`config.mk`:
```
export PLATFORM = sky130hd
export DESIGN_NAME = gray_frame_ctrl
export DESIGN_NICKNAME = d
export VERILOG_FILES = /design/src/rtl/gray_frame_ctrl.sv
export SDC_FILE = /design/constraint.sdc
export NUM_CORES = 1
export LEC_CHECK = 0
export BUFFER_PORTS_ARGS = -buffer_cell sky130_fd_sc_hd__buf_2
export CORE_UTILIZATION = 54
export CTS_CLUSTER_DIAMETER = 200
export DETAILED_ROUTE_END_ITERATION = 10
export MAX_ROUTING_LAYER = met4
export PLACE_DENSITY = 0.81
export SLEW_MARGIN = 20
export SYNTH_ARGS = -nofsm -noshare
export SYNTH_HDL_FRONTEND = slang
export SYNTH_SLANG_ARGS = --single-unit
```
`constraint.sdc`:
```
create_clock -name clock -period 3.9 [get_ports clock]
set_clock_uncertainty 0.15 [all_clocks]
set_input_delay 0.39 -clock clock [delete_from_list [all_inputs] [get_ports clock]]
set_output_delay 0.39 -clock clock [all_outputs]
set_load 0.005 [all_outputs]
```
`src/rtl/gray_frame_ctrl.sv`:
```
// Frame sequencer ahead of the grayscale stage: drains the input FIFO, sends the
// first hdr_len words to the header FIFO and the next width*height words to the pixel FIFO.
module gray_frame_ctrl #(
  parameter int DWIDTH = 24,
  parameter int CWIDTH = 16,
  parameter int HWIDTH = 8
) (
  input  logic              clock,
  input  logic              reset,
  input  logic              start,
  input  logic [CWIDTH-1:0] width,
  input  logic [CWIDTH-1:0] height,
  input  logic [HWIDTH-1:0] hdr_len,
  output logic              busy,
  output logic              done,
  output logic              fifo_in_rd_en,
  input  logic [DWIDTH-1:0] fifo_in_dout,
  input  logic              fifo_in_empty,
  output logic              hdr_wr_en,
  output logic [DWIDTH-1:0] hdr_din,
  input  logic              hdr_full,
  output logic              pix_wr_en,
  output logic [DWIDTH-1:0] pix_din,
  input  logic              pix_full,
  output logic [CWIDTH-1:0] col,
  output logic [CWIDTH-1:0] row,
  output logic              pix_last
);

  typedef enum logic [1:0] {IDLE, HEADER, PIXELS, DONE} state_e;

  state_e            state_q;
  logic [CWIDTH-1:0] width_q;
  logic [CWIDTH-1:0] height_q;
  logic [HWIDTH-1:0] hdr_len_q;
  logic [HWIDTH-1:0] hdr_cnt_q;
  logic [CWIDTH-1:0] col_q;
  logic [CWIDTH-1:0] row_q;

  logic col_end;
  logic row_end;
  logic hdr_end;
  logic hdr_xfer;
  logic pix_xfer;

  // Compares only ever see the latched geometry, so mid-frame input changes are harmless.
  assign col_end  = (col_q == width_q - CWIDTH'(1));
  assign row_end  = (row_q == height_q - CWIDTH'(1));
  assign hdr_end  = (hdr_cnt_q == hdr_len_q - HWIDTH'(1));
  assign hdr_xfer = (state_q == HEADER) && !fifo_in_empty && !hdr_full;
  assign pix_xfer = (state_q == PIXELS) && !fifo_in_empty && !pix_full;

  assign fifo_in_rd_en = hdr_xfer || pix_xfer;
  assign hdr_wr_en     = hdr_xfer;
  assign pix_wr_en     = pix_xfer;
  assign hdr_din       = fifo_in_dout;
  assign pix_din       = fifo_in_dout;
  assign busy          = (state_q == HEADER) || (state_q == PIXELS);
  assign done          = (state_q == DONE);
  assign col           = col_q;
  assign row           = row_q;
  assign pix_last      = (state_q == PIXELS) && col_end && row_end;

  always_ff @(posedge clock or negedge reset) begin
    if (!reset) begin
      state_q   <= IDLE;
      width_q   <= '0;
      height_q  <= '0;
      hdr_len_q <= '0;
      hdr_cnt_q <= '0;
      col_q     <= '0;
      row_q     <= '0;
    end else begin
      case (state_q)
        IDLE: begin
          if (start) begin
            width_q   <= width;
            height_q  <= height;
            hdr_len_q <= hdr_len;
            hdr_cnt_q <= '0;
            col_q     <= '0;
            row_q     <= '0;
            if (width == '0 || height == '0) begin
              state_q <= DONE;
            end else if (hdr_len != '0) begin
              state_q <= HEADER;
            end else begin
              state_q <= PIXELS;
            end
          end
        end
        HEADER: begin
          if (hdr_xfer) begin
            hdr_cnt_q <= hdr_cnt_q + HWIDTH'(1);
            if (hdr_end) begin
              state_q <= PIXELS;
            end
          end
        end
        PIXELS: begin
          // The final pixel leaves col/row on its own position rather than wrapping.
          if (pix_xfer) begin
            if (col_end && row_end) begin
              state_q <= DONE;
            end else if (col_end) begin
              col_q <= '0;
              row_q <= row_q + CWIDTH'(1);
            end else begin
              col_q <= col_q + CWIDTH'(1);
            end
          end
        end
        DONE: begin
          state_q <= IDLE;
        end
        default: begin
          state_q <= IDLE;
        end
      endcase
    end
  end

endmodule

```
==> results of run 1 <==
## registers in the layout (all words and copies together), names as in the netlist
signal and count:
height_q 16, hdr_cnt_q 8, col 16, width_q 16, row 16, hdr_len_q 8
state_q 2
## layer usage
metal	up-vias	global-route usage	part of all wire
met5	-	-	0
met4	0	0.0949	0.024
met3	38	0.0498	0.063
met2	203	0.442	0.49
met1	2478	0.330	0.42
li1	2338	-	-
## cell families after synthesis
kind of cell	Yosys count
compound gates	103
flops	82
mux	62
xor+xnor	52
fa+ha+maj	11
buf+inv	94
simple gates	239
## power by group through the flow
stage	Sequential, mW	Combinational, mW	Clock, mW
final	1.50	1.91	0.631
after floorplan	1.36	1.59	0
after global routing	1.54	2.11	0.668
after detailed placement	1.51	1.88	0
after global placement	1.48	1.79	0
after CTS	1.49	1.89	0.637
## worst register-to-register path, delay by kind of cell (launching register included)
family	cells	cell delay, ns
adders and majority gates	1	0.25
AOI/OAI and AO/OA	1	0.39
buffers and inverters	1	0.08
xor gates and xnor gates	1	0.18
and+or+nand+nor	6	1.95
DFF	1	0.43
## what timing repair did
| action | 4_1_cts | 5_1_grt |
|---|---|---|
| hold buffers | 0 | 1 |
| resized for setup | 0 | 1 |
| endpoints found under the setup margin | 0 | 3 |
| endpoints found under the hold margin | 0 | 72 |
## cell type report
type | instances | area share
sequential | 82 | 0.323
clock inverter | 7 | 0.0110
multi-input combinational | 467 | 0.531
clock buffer | 9 | 0.0195
timing repair buffer | 90 | 0.0751
tap | 140 | 0.0276
inverter | 20 | 0.0118
## final timing paths
path	end	depth (start not counted)	from
min in group asynchronous	width_q[1]	2	reset
worst min register to register	hdr_len_q[7]	1	hdr_len_q[7]
worst max register to register	col[3]	10	height_q[0]
worst min-delay path	width_q[15]	2	width[15]
max in group asynchronous	height_q[15]	2	reset
worst max-delay path	pix_last	9	height_q[0]
## layout by cell type, fill, tap and decap left out, types with 3 or more instances in the layout
cell       count
o21a_1         4
buf_4          6
nand3_1       21
buf_2         82
clkbuf_8       9
xnor2_1       34
o21ai_0       14
inv_1         20
mux2_2        44
nand2_1       48
nor3_1        20
nand3b_1       5
a31oi_1        4
o31ai_1        6
and2_1         6
ha_1          10
a21oi_1       27
a22o_1         9
nand4_1       21
nor4b_2        3
xor2_1        17
nand2b_1      23
nor4_1        23
and3_1         7
mux2i_1       18
a2111oi_0      3
a21o_1         4
clkinv_2       3
nor2b_1        5
a21boi_0       6
nor2_1        27
or4_1          6
or3_1          7
dfrtp_1       82
## through the flow
step | cell area, um^2 | util | cells
floorplan | 5980 | - | 643
global placement | 6130 | 0.568 | 798
detailed placement | 6130 | 0.568 | 798
CTS | 6330 | 0.586 | 814
global route | 6340 | 0.588 | 815
finish | 6340 | 0.588 | 815
==> flow_summary.json, run 1 <==
{
  "status": "finished clean",
  "ir_worst_vdd_uv": 413,
  "async_flop_share": 1.00,
  "period_needed_ns": 3.71,
  "detail_route.wl_per_cell_um": 17.7,
  "finalHoldViolCount": 0,
  "clk_pin_slew_ns": 0.09,
  "grt_pass1_vias": 4750,
  "cts_buffers": 9,
  "cpLargestDelayFamily": "simple AND/OR/NAND/NOR gates",
  "clk_latency_ns": 0.38,
  "drt-total-wl_um": 14400,
  "path_cells": "inv_1 > ha_2 > or4b_4 > o311a_1 > nor3_1 > nor2_1 > or3_1 > nor3_1 > buf_2",
  "syn_nets": 724,
  "switching_share": 0.438,
  "start_kind": "flop",
  "vias_per_cell": 6.20,
  "crit_top_cell": "nor3_1",
  "seqPwrFrac": 0.371,
  "critPathMaxFanout": 8,
  "pwr-share-comb": 0.473,
  "avgSynthCellArea_um2": 9.29,
  "synthesis.area_um2": 5980,
  "vias": 5057,
  "rows": 38,
  "start_util": 0.554,
  "cts_tree": "built",
  "gp_congestion": 0.934,
  "synth_common_cells": "dfrtp_1, buf_4, nand2_1",
  "internal_power_mw": 2.27,
  "cts-root-buf": "clkbuf_8",
  "yosysWarnings": 0,
  "cp_slowest_cell": "or4b_4",
  "rsz0062_at_grt": "no",
  "yosys.area.top_type_share": 0.343,
  "io_pins": 156,
  "whs_ns": 0.107,
  "tightest_slew_ns": 0.961,
  "synth_compound_area_frac": 0.122,
  "synthMuxAreaShare": 0.113,
  "reg2reg_setup_slack_ns": 0.33,
  "power.static_leakage_nw": 2.71,
  "ys_types": 70,
  "area_growth_pct": 6.18,
  "required_ns": 3.36,
  "drv_slew": 0,
  "setup_viol": 0,
  "grt_antenna_before_repair": 0,
  "synth-xor-area-share": 0.0785,
  "coreArea_um2": 10800,
  "post-dp-hpwl_um": 10700,
  "synth_edf_count": 0,
  "power_mw": 4.04,
  "synth_area_leaders": "dfrtp_1, mux2_2, buf_4",
  "critical_path_class": "flop to output pin",
  "synth_most_common_cell": "dfrtp_1",
  "overflow": 0,
  "p_per_area_nw_per_um2": 637,
  "crit_buf_inv": 2,
  "ant_nets": 0,
  "drtPass1Iterations": 5,
  "synth_adder_area_share": 0.0230,
  "nets": 751,
  "yosysTopAreaCell": "dfrtp_1",
  "crit_arrival_ns": 3.17,
  "ys_seq_area_frac": 0.343,
  "n_fill_cell": 916,
  "post_cts_buffers": 0,
  "seqCellArea_um2": 2050,
  "cp-end-kind": "output pin",
  "cpPeakStageDelay_ns": 0.52,
  "grtUsageTotal": 0.268,
  "synth_seq_cells": 82,
  "drv_cap": 0,
  "drc": 0,
  "portBuffers": 83,
  "hold_class": "input pin to flop",
  "htree_levels": 3,
  "grt_max_degree": 83,
  "cts_sinks": 82,
  "synth_top_family_by_area": "simple AND/OR/NAND/NOR gates",
  "multi_input_area_um2": 3370,
  "dieArea_um2": 11500,
  "p_clk_frac": 0.156,
  "die_x_um": 107,
  "netlist_instances": 643,
  "drive_above_1_share": 0.244,
  "tns_ns": 0,
  "fmax_mhz": 270,
  "synthSimpleGateAreaFrac": 0.228,
  "pre_cts_slack_ns": 0.340,
  "die-height_um": 107,
  "ys.flop_type": "dfrtp_1",
  "cts_buffer_depth": 2,
  "drt_iter0_markers": 421,
  "fin_crit_sh": 0.951,
  "grt_pass1_wl_um": 23500,
  "setup_ws_ns": 0.190,
  "n_antenna_cell": 0,
  "relSlewSlack": 0.355,
  "p_sw_mw": 1.77
}
No activity file was read; power rests on OpenSTA's default activity.
==> inputs of run 2 (changes only) <==
Settings changed: BUFFER_PORTS_ARGS -buffer_cell sky130_fd_sc_hd__buf_2 to -buffer_cell sky130_fd_sc_hd__buf_4, SLEW_MARGIN 20 to default.
==> flow_summary.json, run 2 (same netlist as run 1, synthesis figures left out) <==
{
  "cp-end-kind": "output pin",
  "drv_slew": 0,
  "clk_pin_slew_ns": 0.09,
  "io_pins": 156,
  "pwr-share-comb": 0.467,
  "n_antenna_cell": 0,
  "tightest_slew_ns": 1.04,
  "fmax_mhz": 272,
  "dieArea_um2": 11500,
  "cts_buffer_depth": 2,
  "grtUsageTotal": 0.275,
  "coreArea_um2": 10800,
  "die_x_um": 107,
  "start_util": 0.554,
  "cts_tree": "built",
  "mostFrequentLayoutCells": "buf_4, dfrtp_1, nand2_1",
  "final_common_cell": "buf_4",
  "rows": 38,
  "switching_share": 0.429,
  "overflow": 0,
  "p_clk_frac": 0.172,
  "vias_per_cell": 6.16,
  "vias": 5014,
  "cts_hold_buf": 0,
  "drive_above_1_share": 0.246,
  "fin_crit_sh": 0.942,
  "hold_class": "input pin to asynchronous set/reset pin",
  "wl_met3_um": 928,
  "cts-root-buf": "clkbuf_8",
  "area_growth_pct": 10.1,
  "drtPass1Iterations": 5,
  "crit_arrival_ns": 3.13,
  "internal_power_mw": 2.38,
  "dp.cells": 798,
  "drc": 0,
  "drv_cap": 0,
  "pre_cts_slack_ns": 0.239,
  "wl_met2_um": 7120,
  "seqPwrFrac": 0.361,
  "required_ns": 3.36,
  "setup_viol": 0,
  "grt_pass1_wl_um": 24100,
  "top_layer": "met4",
  "dpl_cell_area_um2": 6340,
  "relSlewSlack": 0.310,
  "die-height_um": 107,
  "start_kind": "flop",
  "drt_iter0_markers": 286,
  "nets": 750,
  "rsz0062_at_grt": "no",
  "ant_nets": 0,
  "htree_levels": 3,
  "power.static_leakage_nw": 2.76,
  "tns_ns": 0,
  "grt_antenna_before_repair": 0,
  "post-dp-hpwl_um": 10900,
  "grt_max_degree": 83,
  "status": "finished clean",
  "drt-total-wl_um": 14500,
  "setup_ws_ns": 0.226,
  "p_sw_mw": 1.79,
  "gp_congestion": 0.903,
  "clk_latency_ns": 0.37,
  "grt_pass1_vias": 4970,
  "stdcell_count": 814,
  "cts_sinks": 82,
  "final_area_um2": 6580,
  "cts_buffers": 9,
  "finalHoldViolCount": 0,
  "power_mw": 4.17,
  "p_per_area_nw_per_um2": 634,
  "portBuffers": 83,
  "ir_worst_vdd_uv": 479,
  "critical_path_class": "flop to output pin",
  "detail_route.wl_per_cell_um": 17.8,
  "wl_met1_um": 6100,
  "critPathMaxFanout": 8,
  "period_needed_ns": 3.67
}
-- run 2: cell count changes in the layout (fill, tap and decap cells not counted), sizes merged --
cell	delta
clkinvlp	-1
dlygate4sd3	-1
clkinv	-4
bufinv	+1
inv	+4
-- run 2: cell type report --
type,count,area [um^2]
clock buffers,9,124
clock inverters,7,106
fillers,919,4220
inverters,20,75.1
multi-input cells,467,3380
flip-flops and latches,82,2050
well taps,140,175
repair buffers,89,668
-- run 2: stage by stage --
stage                     hold WS, ns  utilization
final                          0.0486        0.609
after global routing           0.0866        0.609
after CTS                      0.0809        0.609
after detailed placement        0.372        0.587
after global placement          0.368        0.587
after floorplan               -0.0556            -
-- run 2: worst paths after layout --
kind / start / end / slack [ns] / depth (start not counted)
max in group asynchronous: reset / row[11] / 2.89 / 1
hold reg to reg: hdr_len_q[7] / hdr_len_q[7] / 0.39 / 1
setup reg to reg: height_q[0] / col[5] / 0.25 / 10
hold / removal: reset / width_q[11] / 0.05 / 1
min in group clock: height[14] / height_q[14] / 0.10 / 2
setup / recovery: height_q[0] / pix_last / 0.23 / 9
-- run 2: power groups by stage --
stage / clock network (mW) / registers (mW) / logic, mW
6_report: 0.715 / 1.50 / 1.95
5_1_grt: 0.764 / 1.55 / 2.16
4_1_cts: 0.732 / 1.50 / 1.93
3_5_place_dp: 0 / 1.52 / 1.92
3_3_place_gp: 0 / 1.49 / 1.83
2_1_floorplan: 0 / 1.36 / 1.59
-- run 2: per-layer routing --
| metal | track usage | vias to the layer above |
|---|---|---|
| li1 | - | 2345 |
| met1 | 0.339 | 2426 |
| met2 | 0.451 | 201 |
| met3 | 0.0486 | 42 |
| met4 | 0.109 | 0 |
| met5 | - | - |
-- run 2: repair_timing --
action	CTS	global route
buffers inserted	0	0
gates resized for setup	0	2
endpoints found under the setup margin	0	4
-- run 2: worst max-delay path, cell delays in order, from the launching register on --
cell     delay (ns)
dfrtp_1        0.43
inv_1          0.08
ha_2           0.25
or4b_4         0.53
nor4b_2        0.31
xnor2_1        0.18
nand4_1        0.22
or3_1          0.38
nor3_1         0.24
buf_4          0.16
